`src/rtl/display_scan_controller.sv`:
```
// 4-digit common-anode 7-segment scanner with blanking gaps; DISPLAY_SCAN_LZB_EN adds leading-zero blanking.
// Latency: an_n/seg_n registered with state; a value accepted now is shown from the first frame after the next boundary.
// Backpressure: in_ready drops while one value is pending and returns once that value is applied at a frame boundary.
module display_scan_controller #(
   parameter int PRESCALE     = 100000,
   parameter int BLANK_CYCLES = 1000
) (
   input  logic        clk,
   input  logic        rst_n,
   input  logic        in_valid,
   input  logic [15:0] in_bcd,
   output logic        in_ready,
   output logic [3:0]  an_n,
   output logic [6:0]  seg_n,
   output logic        frame_done
);

   localparam int CMAX = (PRESCALE > BLANK_CYCLES) ? PRESCALE : BLANK_CYCLES;
   localparam int CW   = $clog2(CMAX + 1);

   typedef enum logic {BLANK, SHOW} state_t;

   state_t        state, state_nxt;
   logic [CW-1:0] cnt, cnt_nxt;
   logic [1:0]    digit_idx, idx_nxt;
   logic [15:0]   active, pending;
   logic          pending_full;
   logic [3:0]    an_nxt;
   logic [6:0]    seg_nxt;
   logic [3:0]    nibble;
   logic          lz_blank;

   function automatic logic [6:0] decode(input logic [3:0] d);
      case (d)
         4'd0:    decode = 7'h40;
         4'd1:    decode = 7'h79;
         4'd2:    decode = 7'h24;
         4'd3:    decode = 7'h30;
         4'd4:    decode = 7'h19;
         4'd5:    decode = 7'h12;
         4'd6:    decode = 7'h02;
         4'd7:    decode = 7'h78;
         4'd8:    decode = 7'h00;
         4'd9:    decode = 7'h10;
         default: decode = 7'h3F;
      endcase
   endfunction

   assign in_ready = !pending_full;

   always_comb begin
      state_nxt  = state;
      cnt_nxt    = cnt + CW'(1);
      idx_nxt    = digit_idx;
      frame_done = 1'b0;
      case (state)
         BLANK: begin
            if (cnt == CW'(BLANK_CYCLES - 1)) begin
               state_nxt = SHOW;
               cnt_nxt   = '0;
            end
         end
         default: begin
            if (cnt == CW'(PRESCALE - 1)) begin
               state_nxt  = BLANK;
               cnt_nxt    = '0;
               idx_nxt    = digit_idx + 2'd1;
               frame_done = (digit_idx == 2'd3);
            end
         end
      endcase
   end

   // Outputs are computed for the next state so they register on the same edge.
   always_comb begin
      case (idx_nxt)
         2'd0:    nibble = active[3:0];
         2'd1:    nibble = active[7:4];
         2'd2:    nibble = active[11:8];
         default: nibble = active[15:12];
      endcase
`ifdef DISPLAY_SCAN_LZB_EN
      case (idx_nxt)
         2'd0:    lz_blank = 1'b0;
         2'd1:    lz_blank = (active[15:4] == 12'h000);
         2'd2:    lz_blank = (active[15:8] == 8'h00);
         default: lz_blank = (active[15:12] == 4'h0);
      endcase
`else
      lz_blank = 1'b0;
`endif
      an_nxt  = 4'b1111;
      seg_nxt = 7'h7F;
      if (state_nxt == SHOW && !lz_blank) begin
         an_nxt  = ~(4'b0001 << idx_nxt);
         seg_nxt = decode(nibble);
      end
   end

   always_ff @(posedge clk) begin
      if (!rst_n) begin
         state        <= BLANK;
         cnt          <= '0;
         digit_idx    <= 2'd0;
         active       <= 16'h0000;
         pending      <= 16'h0000;
         pending_full <= 1'b0;
         an_n         <= 4'b1111;
         seg_n        <= 7'h7F;
      end else begin
         state     <= state_nxt;
         cnt       <= cnt_nxt;
         digit_idx <= idx_nxt;
         an_n      <= an_nxt;
         seg_n     <= seg_nxt;
         // A write in the boundary cycle only fills pending; it waits a full frame.
         if (frame_done && pending_full) begin
            active       <= pending;
            pending_full <= 1'b0;
         end else if (in_valid && !pending_full) begin
            pending      <= in_bcd;
            pending_full <= 1'b1;
         end
      end
   end

endmodule

```
`config.mk`:
```
export PLATFORM = sky130hd
export DESIGN_NAME = display_scan_controller
export DESIGN_NICKNAME = d
export VERILOG_FILES = /design/src/rtl/display_scan_controller.sv
export SDC_FILE = /design/constraint.sdc
export NUM_CORES = 1
export LEC_CHECK = 0
export BUFFER_PORTS_ARGS = -buffer_cell sky130_fd_sc_hd__buf_2
export CORE_MARGIN = 2
export CORE_UTILIZATION = 32
export DETAILED_ROUTE_END_ITERATION = 8
export GPL_ROUTABILITY_DRIVEN = 0
export SLEW_MARGIN = 30
export SYNTH_ARGS = -nofsm -noshare
export SYNTH_HDL_FRONTEND = slang
export SYNTH_SLANG_ARGS = --single-unit
```
`constraint.sdc`:
```
create_clock -name clk -period 3.3 [get_ports clk]
set_input_delay 0.33 -clock clk [delete_from_list [all_inputs] [get_ports clk]]
set_output_delay 0.33 -clock clk [all_outputs]
set_load 0.005 [all_outputs]
```
-- After elaboration in Yosys (flattened, before gate mapping)
Memory sizes are Yosys's and may differ from the RTL's. A register that Yosys moved wholly into a read port is not among the register bits.
Index checks and enable logic that the tools add are counted.
- flip-flop bits (word level): 57
- bits in read-only memories: 112
- input bits: 19
- output and inout port bits: 13
- logic and storage cells: 38
- memories: 1
- add/subtract/negate cells: 2
- equality and inequality tests: 5
- shifts and indexed selects: 1
- mux-type cells: 11
- bitwise logic cells: 3
- reduce and logical (&&, ||, !) cells: 8
- memories (memory ; depth ; bits a word ; rd ports ; clocked after Yosys merged registers in ; wr ports ; line ; text):
    (no name shown) ; 16 ; 7 ; 1 ; 1 ; 0 ; 34 ; case (d)
- operators by type and width (cell ; count):
    $mux W17 ; 3
    $add A17 B1 Y17 const B ; 1
    $eq A17 B10 Y1 const B ; 1
    $eq A17 B17 Y1 const B ; 1
    $pmux W4 S3 ; 1
    $mux W1 ; 5
    $eq A2 B2 Y1 const B ; 2
    $mux W2 ; 2
    $not A4 Y4 ; 1
    $reduce_and A2 Y1 ; 2
    $shl A1 B2 Y4 const A ; 1
    $add A2 B1 Y2 const B ; 1
    $eq A2 B1 Y1 const B ; 1
    $logic_and A1 B1 Y1 ; 2
    $logic_not A1 Y1 ; 2
    $logic_not A2 Y1 ; 1
    $not A1 Y1 ; 2
    $reduce_or A2 Y1 ; 1

-- Depth between registers and ports, before layout
- depth in word-level cells: 6
- mapped depth: 12
- mapped depth without buffers: 11

-- Worst setup path after synthesis
No wires, ideal clock.
- path kind: register -> register
- from: register digit_idx[0]
- to: register seg_n[1]
- setup time: 0.119 ns
- data arrival time: 2.138 ns
- required time: 3.181 ns
- slack: 1.043 ns
- cell stages (with the launch flop): 8
- path buffers: 1
- clock period less this slack: 2.257 ns
- path through: dfxtp_1 ha_1 clkbuf_1 mux4_2 mux2i_1 ha_1 o21ai_0 nand2_1
- cells in the longest elaborated chain, start to end: 5
- elaborated cells on any way between the ends: 7
- classes of those cells: 1 x add/sub; 2 x eq/ne; 3 x mux; 1 x reduce/logical
- RTL lines (what ; line ; text):
    start: declaration ; 25 ; logic [1:0] digit_idx, idx_nxt;
    start signal: assignment ; 113 ; digit_idx <= idx_nxt;
    $add A2 B1 Y2 ; 67 ; idx_nxt = digit_idx + 2'd1;
    $mux W2 ; 64 ; if (cnt == CW'(PRESCALE - 1)) begin
    $mux W2 (*) ; 56 ; case (state)
    $eq A2 B2 Y1 (tied with other cells) ; 76 ; case (idx_nxt)
    $pmux W4 S3 (*) ; 76 ;
    end: declaration ; 14 ; output logic [6:0] seg_n,
Every way passes the cells marked *; elsewhere a longest branch is shown, timed or not.
A chain may end at the register's enable or synchronous reset.

-- Worst setup path in the final report
Same ends and word-level chain as after synthesis.

==> results.py <==
metrics = {
    "outcome": {
        "outcome": "complete, no violations",
    },
    "sta": {
        "slew_headroom": 0.470,
        "rsz0062_at_grt": "false",
        "min_period_ns": 2.44,
        "setup_viol": 0,
        "max_freq_ghz": 0.409,
        "post-route-period-util": 0.740,
        "layout_setup_ws_ns": 0.857,
        "setup_tns_ns": 0,
        "clock_skew_ns": 0.0119,
        "worst_slew_pin_slew_ns": 0.795,
        "maxSlewViolCount": 0,
        "hold_violations": 0,
    },
    "logic_synthesis": {
        "synth_edf_count": 0,
        "post_synth.cell_area_avg_um2": 9.21,
        "synthArstFlopShare": 0,
        "synth_adder_area_share": 0.0212,
        "synthTopCellsByArea": "dfxtp_1 43%, nand2_1 9.3%, mux4_2 6.1%",
        "synth_top_family_by_area": "simple AND/OR/NAND/NOR gates",
        "synth_ff_type": "dfxtp_1",
        "synth_common_cells": "73 x nand2_1, 64 x dfxtp_1, 24 x nor2_1",
        "ys_seq_area_frac": 0.435,
        "synth_compound_area_frac": 0.133,
        "syn_area_um2": 2950,
        "syn_nets": 344,
        "ys_ff_latch": 64,
        "synthXorXnorAreaFrac": 0.0476,
        "synth_most_common_cell": "nand2_1",
        "synth.area.mux_share": 0.0756,
        "yosys_warnings": 0,
        "synth_top_cell_by_area": "dfxtp_1",
        "synth_cells": 320,
        "ys_types": 43,
        "synth_top_area_share": 0.435,
        "synthSimpleGateAreaFrac": 0.246,
    },
    "die": {
        "die_area_um2": 9990,
        "die_w_um": 100,
        "fp-row-count": 35,
        "start_util": 0.325,
        "io_pins": 32,
        "core_um2": 9060,
        "die_y_um": 100,
    },
    "final_layout": {
        "finalInstanceArea_um2": 3340,
        "antenna_cells": 0,
        "nets": 373,
        "num-fill-cells": 969,
        "multi_input_area_um2": 1540,
        "final_layout_size_suffix_gt1_frac": 0.243,
        "syn_to_final_growth_pct": 13.3,
        "final-seq-area_um2": 1280,
    },
    "worst_setup_path": {
        "critical_path_class": "reg2reg",
        "slowest_delay_ns": 0.57,
        "cp_max_fo": 14,
        "crit_required_ns": 3.49,
        "cp-end-kind": "flop",
        "critPathLaunchType": "flop",
        "cp_num_buf_inv": 1,
        "crit_start": "digit_idx[0]$_SDFF_PN0_",
        "r2r-start": "digit_idx[0]$_SDFF_PN0_",
        "crit_chain": "buf_4, ha_1, mux4_2, mux2i_1, ha_1, o21ai_0, nand2_1",
        "critPathArrivalTime_ns": 2.63,
        "cp_top_family": "multiplexers",
        "cp_common_cell": "ha_1",
        "critPathSlowestCell": "mux4_2",
    },
    "global_routing": {
        "grt_pass1_vias": 2130,
        "gr-usage-all-layers": 0.123,
        "busiest_layer": "met2",
        "grt_antenna_before_repair": 0,
        "gr-total-overflow": 0,
        "grt.met1_usage": 0.155,
        "grt_max_degree": 38,
        "grt_pass1_wl_um": 9850,
        "grt_use_met2": 0.197,
        "use_met3": 0.0418,
    },
    "worst_hold_path": {
        "hold_path.class": "in2reg",
        "hp-start": "in_bcd[0]",
    },
    "drt": {
        "drt_pass1_iterations": 4,
        "antenna_left": 0,
        "drt_iter0_drc": 89,
        "totalWireLength_um": 5640,
        "drc": 0,
        "post_drt_via_cell_ratio": 4.75,
        "vias": 2208,
        "wl_per_cell_um": 12.1,
    },
    "cts": {
        "cts-resized-gates": 0,
        "cts-root-buf": "clkbuf_8",
        "path_clk_slew_ns": 0.08,
        "cts_setup_buffers": 0,
        "cts-buffers-inserted": 9,
        "insertion_delay_ns": 0.34,
        "cts_sinks": 64,
        "clockBufferDepth": 2,
        "htreeDepth": 3,
        "cts_tree": "built",
        "hold_buffers": 0,
    },
    "placed_design": {
        "dpl_cell_area_um2": 3170,
        "place_ws_ns": 0.842,
        "portBuffers": 31,
        "dp.final_hpwl_um": 4090,
    },
    "job": {
        "cap_violations": 0,
    },
    "power_and_ir_drop": {
        "powerDensity_nw_per_um2": 430,
        "ir_drop_uv": 181,
        "switching_share": 0.245,
        "pwr-share-comb": 0.038,
        "pwr-share-seq": 0.556,
        "power_frac_clock": 0.406,
        "p_int_uw": 1080,
        "p_leak_uw": 0.00119,
        "p_sw_uw": 352,
    },
}
-- metrics by stage --
step           total power, uW  utilization  hold WS, ns  instances
6_report                  1440        0.368        0.236        465
5_1_grt                   1500        0.368        0.234        465
4_1_cts                   1460        0.368        0.222        465
3_5_place_dp               873        0.349        0.451        449
3_3_place_gp               871        0.349        0.439        449
2_1_floorplan              850            -        0.426        320
-- cell type report --
| cell class | count | area share |
|---|---|---|
| inverter | 7 | 0.00787 |
| clock inverter | 7 | 0.0146 |
| tap | 111 | 0.0416 |
| sequential | 64 | 0.384 |
| timing repair buffer | 34 | 0.0532 |
| multi-input combinational | 233 | 0.462 |
| clock buffer | 9 | 0.0371 |
-- state kept, by name (all words and copies together) (netlist names) --
signal and cells:
cnt 17, active 16, pending 16, state 1, pending_full 1, an_n 4, seg_n 7, digit_idx 2
-- power groups by stage --
stage | combinational, uW | clock, uW | sequential, uW
finish | 54.4 | 584 | 798
global route | 63.9 | 638 | 800
CTS | 56.7 | 603 | 798
detailed placement | 56.5 | 0 | 816
global placement | 56.0 | 0 | 815
floorplan | 37.1 | 0 | 813
-- cell usage in the layout, fill, tap and decap left out, types with 3 or more instances in the layout --
cell type,count
a21boi_0,23
a21boi_2,10
a21oi_1,5
and3_1,3
buf_2,31
buf_4,3
clkbuf_8,9
clkinv_2,3
clkinv_4,3
dfxtp_1,64
ha_1,5
inv_1,7
mux4_2,8
nand2_1,73
nand2_2,10
nand2b_1,3
nand3_1,11
nand4b_1,3
nor2_1,24
nor2b_1,5
nor3_1,3
o21ai_0,6
xnor2_1,4
xor2_1,12
-- per-layer routing --
metal,routed length (um),vias to the layer above
li1,-,1143
met1,2700,1017
met2,2610,39
met3,249,9
met4,81,0
met5,0,-
-- cell families (layout without fill, tap and decap cells) --
kind of cell / after synthesis / after routing
AOI/OAI and AO/OA: 50 / 50
muxes: 12 / 12
buffers and inverters: 23 / 57
and+or+nand+nor: 150 / 150
xor gates and xnor gates: 16 / 16
DFF: 64 / 64
adders and majority gates: 5 / 5
-- final timing paths --
| kind | endpoint | slack [ns] | cells past startpoint |
|---|---|---|---|
| setup / recovery | seg_n[1]$_SDFF_PN1_ | 0.86 | 7 |
| hold / removal | pending[0]$_SDFFE_PN0P_ | 0.24 | 3 |
| setup reg to reg | seg_n[1]$_SDFF_PN1_ | 0.86 | 7 |
| hold reg to reg | active[6]$_SDFFE_PN0P_ | 0.46 | 2 |
-- tightest hold or removal path, stage by stage --
cell and delay (ns):
buf_2 0.10, nand2_1 0.04, a21boi_0 0.06
No activity file was read; power rests on OpenSTA's default activity.
